**src/rtl/keyvalue_arbiter_pkg.sv**
```systemverilog
// +--------------------------------------------------------------------+
// | keyvalue_arbiter_pkg: shared types and constants for the arbiter   |
// | Rev 1.0                                                            |
// +--------------------------------------------------------------------+
`default_nettype none

package keyvalue_arbiter_pkg;

  localparam int KV_W = 16;
  localparam int NREQ = 2;

  typedef enum logic [1:0] {
    ST_IDLE  = 2'd0,
    ST_GRANT = 2'd1,
    ST_DRAIN = 2'd2,
    ST_ABORT = 2'd3
  } state_e;

  function automatic logic [NREQ-1:0] owner_onehot(input logic idx);
    return idx ? 2'b10 : 2'b01;
  endfunction

endpackage

`default_nettype wire

```
**src/rtl/keyvalue_rr_pick.sv**
```systemverilog
// +--------------------------------------------------------------------+
// | keyvalue_rr_pick: 2-way round-robin pick from requests/last grant  |
// | Rev 1.0                                                            |
// +--------------------------------------------------------------------+
`default_nettype none

module keyvalue_rr_pick
  import keyvalue_arbiter_pkg::*;
(
  input  logic [NREQ-1:0] req_i,
  input  logic            last_i,
  output logic            pick_o,
  output logic            valid_o
);

  always_comb begin
    valid_o = |req_i;
    pick_o  = last_i;
    if (req_i[~last_i]) begin
      pick_o = ~last_i;
    end
  end

endmodule

`default_nettype wire

```
**src/rtl/keyvalue_arbiter.sv**
```systemverilog
// +--------------------------------------------------------------------+
// | keyvalue_arbiter: 2-requester arbiter in front of a key/value store|
// | Rev 1.0                                                            |
// +--------------------------------------------------------------------+
`default_nettype none

module keyvalue_arbiter
  import keyvalue_arbiter_pkg::*;
#(
  parameter int TIMEOUT = 16
) (
  input  logic                 sys_clk,
  input  logic                 sys_rst_n,
  input  logic [NREQ-1:0]      m_CYC_i,
  input  logic [NREQ-1:0]      m_STB_i,
  input  logic [NREQ-1:0]      m_WE_i,
  input  logic [NREQ*KV_W-1:0] m_ADR_i,
  input  logic [NREQ*KV_W-1:0] m_DAT_i,
  input  logic [NREQ*KV_W-1:0] m_KEY_i,
  output logic [NREQ-1:0]      m_GNT_o,
  output logic [NREQ-1:0]      m_STALL_o,
  output logic [NREQ-1:0]      m_ACK_o,
  output logic [KV_W-1:0]      m_DAT_o,
  output logic                 s_CYC_o,
  output logic                 s_STB_o,
  output logic                 s_WE_o,
  output logic [KV_W-1:0]      s_ADR_o,
  output logic [KV_W-1:0]      s_DAT_o,
  output logic [KV_W-1:0]      s_KEY_o,
  output logic                 s_RESET_o,
  input  logic                 s_STALL_i,
  input  logic                 s_ACK_i,
  input  logic [KV_W-1:0]      s_DAT_i,
  output logic                 timeout_o
);

  localparam logic [15:0] TO_LAST = 16'(TIMEOUT - 1);

  state_e      state_q, state_d;
  logic        owner_q, owner_d;
  logic        last_q, last_d;
  logic [15:0] cnt_q, cnt_d;
  logic        timeout_q, timeout_d;

  logic            pick;
  logic            pick_valid;
  logic            own_cyc, own_stb, own_we;
  logic [KV_W-1:0] own_adr, own_dat, own_key;

  keyvalue_rr_pick u_pick (
    .req_i   (m_CYC_i),
    .last_i  (last_q),
    .pick_o  (pick),
    .valid_o (pick_valid)
  );

  assign own_cyc = owner_q ? m_CYC_i[1] : m_CYC_i[0];
  assign own_stb = owner_q ? m_STB_i[1] : m_STB_i[0];
  assign own_we  = owner_q ? m_WE_i[1]  : m_WE_i[0];
  assign own_adr = owner_q ? m_ADR_i[KV_W +: KV_W] : m_ADR_i[0 +: KV_W];
  assign own_dat = owner_q ? m_DAT_i[KV_W +: KV_W] : m_DAT_i[0 +: KV_W];
  assign own_key = owner_q ? m_KEY_i[KV_W +: KV_W] : m_KEY_i[0 +: KV_W];

  always_ff @(posedge sys_clk or negedge sys_rst_n) begin
    if (!sys_rst_n) begin
      state_q   <= ST_IDLE;
      owner_q   <= 1'b0;
      last_q    <= 1'b1;
      cnt_q     <= 16'd0;
      timeout_q <= 1'b0;
    end else begin
      state_q   <= state_d;
      owner_q   <= owner_d;
      last_q    <= last_d;
      cnt_q     <= cnt_d;
      timeout_q <= timeout_d;
    end
  end

  always_comb begin
    state_d   = state_q;
    owner_d   = owner_q;
    last_d    = last_q;
    cnt_d     = cnt_q;
    timeout_d = timeout_q;
    case (state_q)
      ST_IDLE: begin
        if (pick_valid) begin
          owner_d = pick;
          last_d  = pick;
          cnt_d   = 16'd0;
          state_d = ST_GRANT;
        end
      end
      ST_GRANT: begin
        if (cnt_q != 16'hFFFF) begin
          cnt_d = cnt_q + 16'd1;
        end
        // A release on the timeout cycle takes the clean DRAIN path.
        if (!own_cyc) begin
          state_d = ST_DRAIN;
        end else if (cnt_q >= TO_LAST) begin
          state_d   = ST_ABORT;
          timeout_d = 1'b1;
        end
      end
      ST_DRAIN: state_d = ST_IDLE;
      ST_ABORT: state_d = ST_IDLE;
      default:  state_d = ST_IDLE;
    endcase
  end

  always_comb begin
    s_CYC_o   = 1'b0;
    s_STB_o   = 1'b0;
    s_WE_o    = 1'b0;
    s_ADR_o   = '0;
    s_DAT_o   = '0;
    s_KEY_o   = '0;
    s_RESET_o = 1'b0;
    m_GNT_o   = '0;
    m_STALL_o = '1;
    m_ACK_o   = '0;
    case (state_q)
      ST_GRANT: begin
        s_CYC_o            = own_cyc;
        s_STB_o            = own_cyc & own_stb;
        s_WE_o             = own_cyc & own_we;
        s_ADR_o            = own_adr;
        s_DAT_o            = own_dat;
        s_KEY_o            = own_key;
        m_GNT_o            = owner_onehot(owner_q);
        m_STALL_o[owner_q] = s_STALL_i;
        m_ACK_o[owner_q]   = s_ACK_i;
      end
      ST_DRAIN: begin
        // The store may ack a read after CYC has dropped.
        m_GNT_o          = owner_onehot(owner_q);
        m_ACK_o[owner_q] = s_ACK_i;
      end
      ST_ABORT: begin
        m_GNT_o   = owner_onehot(owner_q);
        s_RESET_o = 1'b1;
      end
      default: ;
    endcase
  end

  assign m_DAT_o   = s_DAT_i;
  assign timeout_o = timeout_q;

endmodule

`default_nettype wire

```
**config.mk**
```make
export PLATFORM = sky130hd
export DESIGN_NAME = keyvalue_arbiter
export DESIGN_NICKNAME = d
export VERILOG_FILES = /design/src/rtl/keyvalue_arbiter_pkg.sv /design/src/rtl/keyvalue_rr_pick.sv /design/src/rtl/keyvalue_arbiter.sv
export SDC_FILE = /design/constraint.sdc
export NUM_CORES = 1
export LEC_CHECK = 0
export CAP_MARGIN = 15
export CELL_PAD_IN_SITES_DETAIL_PLACEMENT = 0
export CELL_PAD_IN_SITES_GLOBAL_PLACEMENT = 2
export CORE_UTILIZATION = 15
export DETAILED_ROUTE_END_ITERATION = 6
export GPL_TIMING_DRIVEN = 0
export PLACE_DENSITY_LB_ADDON = 0.3
export SLEW_MARGIN = 20
export SYNTH_ARGS = -nofsm -noshare
export SYNTH_HDL_FRONTEND = slang
export SYNTH_SLANG_ARGS = --single-unit
```
**constraint.sdc**
```tcl
create_clock -name sys_clk -period 2.5 [get_ports sys_clk]
set_clock_uncertainty 0.15 [all_clocks]
set_input_delay 0.375 -clock sys_clk [delete_from_list [all_inputs] [get_ports sys_clk]]
set_output_delay 0.375 -clock sys_clk [all_outputs]
set_load 0.02 [all_outputs]
```
==> flow_metrics.env, run 1 <==
export IMPL_die_h_um=123.8
export IMPL_drc=0
export IMPL_first_global_vias=2398
export IMPL_power_leakage_nw=1.881
export IMPL_worstMarginPinSlew_ps=751.2
export IMPL_cp_max_fo=10
export IMPL_async_reset_ff_frac=1.000
export IMPL_grt_overflow=0
export IMPL_synth_top_area_cell="mux2i_1"
export IMPL_yosysWarnings=0
export IMPL_use_met3=0.01465
export IMPL_yosysUniqueCellTypes=50
export IMPL_critical_path_class="reg2out"
export IMPL_finalSetupViolCount=0
export IMPL_vias=2681
export IMPL_die_area_um2=15330
export IMPL_cp_data_required_time_ps=1980
export IMPL_netlist_top_cells_area="mux2i_1 25%, dfrtp_1 22%, nor2_1 8.9%, buf_4 6.1%, nor4_1 3.1%"
export IMPL_min_period_ps=2403
export IMPL_synth_top_area_frac=0.2473
export IMPL_grt_met1_usage=0.1269
export IMPL_syn2layout_area_growth_pct=96.63
export IMPL_avgViaCountPerCell=4.196
export IMPL_slew_headroom=0.4973
export IMPL_fin_tns_setup_ps=0
export IMPL_yosys_register_bits=21
export IMPL_cap_violations=0
export IMPL_cts_tree="built"
export IMPL_track_usage=0.1038
export IMPL_multi_input_area_um2=1461
export IMPL_ys_flop_type="dfrtp_1"
export IMPL_final_layout_size_suffix_gt1_frac=0.1451
export IMPL_fillCellCount=1545
export IMPL_finalNetCount=583
export IMPL_antennaDiodeCount=0
export IMPL_ios=197
export IMPL_syn_instance_count=269
export IMPL_cts_inserted_buffers=3
export IMPL_firstDrtPassIters=4
export IMPL_hold_ws_ps=369.0
export IMPL_cellPowerDensity_nw_per_um2=829.3
export IMPL_routed_wl_um=9016
export IMPL_cts_htree_levels=1
export IMPL_ant_nets=0
export IMPL_power_total_w=0.003630
export IMPL_clk_pin_slew_worst_paths_ps=60
export IMPL_busiest_layer="met2"
export IMPL_max_freq_mhz=416.2
export IMPL_critPathCaptureType="output pin"
export IMPL_cts_root_buf="clkbuf_16"
export IMPL_wl_per_cell_um=14.11
export IMPL_finalHoldViolCount=0
export IMPL_seqCellArea_um2=526.8
export IMPL_grt_antenna_before_repair=0
export IMPL_start_util=0.1537
export IMPL_hpwl_um=7196
export IMPL_numClockSinks=21
export IMPL_die_w_um=123.8
export IMPL_cts_buffer_depth=2
export IMPL_maxSlewViolCount=0
export IMPL_clk_latency_ps=260
export IMPL_gr_usage_met2=0.1906
export IMPL_peakVddDrop_mv=0.3072
export IMPL_io_buffers=180
export IMPL_row_count=44
export IMPL_synth_area_um2=2226
export IMPL_syn_num_nets=396
export IMPL_core_area_um2=14480
export IMPL_layout_commonest_cell="clkdlybuf4s50_1"
export IMPL_hold_path_class="reg2reg"
export IMPL_fin_crit_sh=0.9611
export IMPL_grt_first_pass_wirelength_um=12480
export IMPL_synth_edf_count=0
export IMPL_cp_arrival_ps=1880
export IMPL_gp_congestion=0.7922
export IMPL_startpoint_type="flip-flop"
export IMPL_synth_seq_area_share=0.2366
export IMPL_status="finished, final reports clean"
export IMPL_syn_avg_cell_area_um2=8.275
export IMPL_layout_common_cells="127 x clkdlybuf4s50_1, 55 x mux2i_1, 53 x nor2_1, 26 x clkdlybuf4s15_1, 24 x buf_4"
export IMPL_drt_initial_drc_count=95
export IMPL_grt_max_degree=22
export IMPL_r2r_slack_ps=330
[flip-flops by register name, summed over array words and instances (netlist names)]
name and flops:
timeout_o 1, owner_q 1, state_q 2, last_q 1, cnt_q 16
[routing by layer]
layer  vias up  part of all wire
li1       1327                 -
met1      1221              0.40
met2       128              0.52
met3         5             0.079
met4         0            0.0073
met5         -                 0
[worst paths after layout]
kind / start / endpoint / depth (start not counted)
max in group asynchronous: sys_rst_n / last_q / 2
hold / removal: timeout_o / timeout_o / 1
setup / recovery: state_q[1] / m_STALL_o[0] / 6
setup reg to reg: state_q[0] / cnt_q[15] / 6
min in group asynchronous: sys_rst_n / cnt_q[5] / 2
hold reg to reg: timeout_o / timeout_o / 1
[stage by stage]
stage	worst slack (ps)	cell area, µm²	std cells	util
floorplan	479.8	2226	269	-
global placement	-462.4	4258	633	0.2941
detailed placement	-508.7	4258	633	0.2941
CTS	17.00	4347	637	0.3002
global route	-0.5698	4377	639	0.3023
finish	97.35	4377	639	0.3023
[cells in the mapped netlist, types with 2 or more instances]
cell type,instances
a211o_1,2
a21oi_1,5
a2bb2oi_1,2
and3_1,3
and4_1,2
buf_1,5
buf_2,8
buf_4,18
dfrtp_1,20
ha_1,5
inv_1,11
mux2i_1,55
nand2_1,9
nand3_1,5
nand4_1,8
nor2_1,53
nor3_1,8
nor4_1,11
o211ai_1,2
o21ai_0,2
o21ai_1,2
o221ai_1,2
o2bb2ai_1,4
[where the power goes]
| part | switching (W) | leakage [nW] | internal, W |
|---|---|---|---|
| Combinational | 0.00158 | 1.56 | 0.00124 |
| Sequential | 0.0000512 | 0.279 | 0.000399 |
| Clock | 0.000135 | 0.0409 | 0.000215 |
[worst max-delay path, stage by stage, from the launching register on]
cell and delay, ps:
dfrtp_1 390, inv_2 100, ha_4 190, clkinvlp_4 120, buf_6 160, or3_1 330
clkdlybuf4s15_1 320
[layout make-up]
class                      instances  share of cell area
clock inverter                     1            0.001144
sequential                        21              0.1204
inverter                          11             0.01029
buffer                            33             0.05432
tap                              184             0.05260
timing repair buffer             182              0.4102
clock buffer                       3             0.01715
multi-input combinational        204              0.3339
[what timing repair did]
action                                  in CTS  in global routing
buffers inserted                             0                  1
gates resized for setup                     98                 26
endpoints found under the hold margin        0                 20
endpoints found under the setup margin      55                 36
hold buffers                                 0                  1
[logic make-up after synthesis]
kind of cell	share of synthesized area
flops	0.2367
buf+inv	0.1124
mux	0.2524
simple gates	0.2535
compound gates	0.1169
fa+ha+maj	0.02811
No activity file was read; power rests on OpenSTA's default activity.
==> run 2: changes to the inputs <==
--- a/config.mk
+++ b/config.mk
@@ -10,6 +10,7 @@
 export CELL_PAD_IN_SITES_GLOBAL_PLACEMENT = 2
 export CORE_UTILIZATION = 15
 export DETAILED_ROUTE_END_ITERATION = 6
+export GPL_ROUTABILITY_DRIVEN = 0
 export GPL_TIMING_DRIVEN = 0
 export PLACE_DENSITY_LB_ADDON = 0.3
 export SLEW_MARGIN = 20
==> constraint.sdc (replaced) <==
create_clock -name sys_clk -period 2.3 [get_ports sys_clk]
set_clock_uncertainty 0.15 [all_clocks]
set_input_delay 0.345 -clock sys_clk [delete_from_list [all_inputs] [get_ports sys_clk]]
set_output_delay 0.345 -clock sys_clk [all_outputs]
set_load 0.02 [all_outputs]
==> run 2 against run 1 <==
Utilization down 0.95 points. Clock power up 7.7%. Combinational power up 7.4%. Critical endpoint unchanged.
==> flow_metrics.env, run 2 (synthesized netlist as in run 1, its figures left out) <==
export IMPL_stdcell_area_um2=4239
export IMPL_layout_common_cells="120 x clkdlybuf4s50_1, 55 x mux2i_1, 52 x nor2_1, 50 x buf_4, 25 x buf_2"
export IMPL_worstHoldPathCells=2
export IMPL_min_to="last_q"
export IMPL_worstMarginPinSlew_ps=742.7
export IMPL_cts_tree="built"
export IMPL_power_total_w=0.003909
export IMPL_hold_start="m_CYC_i[0]"
export IMPL_grt_overflow=0
export IMPL_finalHoldViolCount=0
export IMPL_io_buffers=180
export IMPL_cp_arrival_ps=1720
export IMPL_die_h_um=123.8
export IMPL_reg_top3="cnt_q (16), state_q (2)"
export IMPL_final_layout_size_suffix_gt1_frac=0.2314
export IMPL_min_period_ps=2211
export IMPL_use_met3=0.01465
export IMPL_fillCellCount=1567
export IMPL_busiest_layer="met2"
export IMPL_cts_inserted_buffers=3
export IMPL_regToRegStartpoint="state_q[1]"
export IMPL_r2r_slack_ps=120
export IMPL_finalNetCount=586
export IMPL_fin_crit_sh=0.9612
export IMPL_cap_violations=0
export IMPL_fin_util=0.2928
export IMPL_row_count=44
export IMPL_clk_latency_ps=250
export IMPL_multi_input_area_um2=1464
export IMPL_drt_initial_drc_count=90
export IMPL_vias=2696
export IMPL_grt_antenna_before_repair=0
export IMPL_clk_pin_slew_worst_paths_ps=60
export IMPL_gr_usage_met2=0.1910
export IMPL_largest_register="cnt_q"
export IMPL_reg2regPathDepth=7
export IMPL_ios=197
export IMPL_first_global_vias=2395
export IMPL_cts_htree_levels=1
export IMPL_grt_first_pass_wirelength_um=12470
export IMPL_largest_register_ffs=16
export IMPL_hold_path_class="in2reg"
export IMPL_die_w_um=123.8
export IMPL_grt_max_degree=22
export IMPL_postPlaceCellArea_um2=4258
export IMPL_hpwl_um=7196
export IMPL_maxSlewViolCount=0
export IMPL_die_area_um2=15330
export IMPL_status="finished, final reports clean"
export IMPL_avgViaCountPerCell=4.199
export IMPL_startpoint_type="flip-flop"
export IMPL_antennaDiodeCount=0
export IMPL_layout_commonest_cell="clkdlybuf4s50_1"
export IMPL_routed_wl_um=9062
export IMPL_start_util=0.1537
export IMPL_core_area_um2=14480
export IMPL_wl_per_cell_um=14.12
export IMPL_grt_met1_usage=0.1269
export IMPL_slew_headroom=0.5031
export IMPL_track_usage=0.1039
export IMPL_worst_r2r_endpoint="cnt_q[15]"
export IMPL_cellPowerDensity_nw_per_um2=922.0
export IMPL_finalSetupViolCount=0
export IMPL_syn2layout_area_growth_pct=90.44
export IMPL_peakVddDrop_mv=0.3191
export IMPL_seqCellArea_um2=526.8
export IMPL_max_freq_mhz=452.3
export IMPL_cts_buffer_depth=2
export IMPL_cp_max_fo=10
export IMPL_ant_nets=0
export IMPL_cp_data_required_time_ps=1800
export IMPL_firstDrtPassIters=5
export IMPL_critical_path_class="reg2out"
export IMPL_critPathCaptureType="output pin"
export IMPL_drc=0
export IMPL_numClockSinks=21
export IMPL_power_leakage_nw=1.944
export IMPL_cts_root_buf="clkbuf_16"
export IMPL_rsz0062_at_grt="true"
## run 2: changes by cell type in the layout (fill, tap and decap cells not counted)
cell             delta
dlymetal6s2s_1      +5
clkdlybuf4s15_2    -10
buf_2              +18
clkdlybuf4s50_1     -7
buf_4              +26
nor2_2              +1
dlygate4sd2_1       -8
clkbuf_2            +5
nor2_1              -1
clkdlybuf4s15_1    -26
## run 2: metal layers
layer	part of all wire	vias to the layer above
li1	-	1335
met1	0.40	1233
met2	0.52	126
met3	0.077	2
met4	0.0043	0
met5	0	-
## run 2: critical path, cell delays in order (launching register included)
cell,delay (ps)
dfrtp_1,390
inv_2,90
ha_4,170
clkinvlp_4,130
buf_6,170
or3_1,330
buf_2,170
## run 2: worst max path at each step
stage	startpoint	endpoint	slack (ps)	cells after the start
final	state_q[1]	m_STALL_o[0]	90	6
after global routing	state_q[1]	s_DAT_o[13]	-10	7
after CTS	state_q[0]	s_DAT_o[14]	-160	6
after detailed placement	state_q[1]	s_KEY_o[0]	-680	7
after global placement	state_q[1]	s_KEY_o[0]	-630	7
after floorplan	state_q[1]	s_ADR_o[0]	310	6
## run 2: metrics by stage
step | setup WS, ps | TNS [ps] | hold slack (ps) | instances
2_1_floorplan | 309.8 | 0 | -100.6 | 269
3_3_place_gp | -632.4 | -26270 | 364.1 | 633
3_5_place_dp | -678.7 | -27270 | 373.2 | 633
4_1_cts | -159.3 | -6382 | 381.9 | 637
5_1_grt | -10.86 | -20.46 | 309.5 | 642
6_report | 89.18 | 0 | 286.8 | 642
## run 2: what timing repair did
item | in CTS | in global routing
gates resized for setup | 83 | 157
buffers inserted | 0 | 4
cloned | 0 | 0
hold endpoints to repair | 0 | 20
pin swaps | 0 | 0
hold buffers | 0 | 1
setup endpoints to repair | 56 | 55
## run 2: area by class of cell
cell class | instances | share of cell area
Clock inverter | 1 | 0.001181
Buffer | 33 | 0.05490
Multi-Input combinational cell | 204 | 0.3453
Clock buffer | 3 | 0.01771
Inverter | 11 | 0.01063
Timing Repair Buffer | 185 | 0.3917
Tap cell | 184 | 0.05431
Sequential cell | 21 | 0.1243
## run 2: where the power goes
part           internal (W)  switching [W]
Clock              0.000234       0.000143
Sequential         0.000434      0.0000549
Combinational       0.00131        0.00173
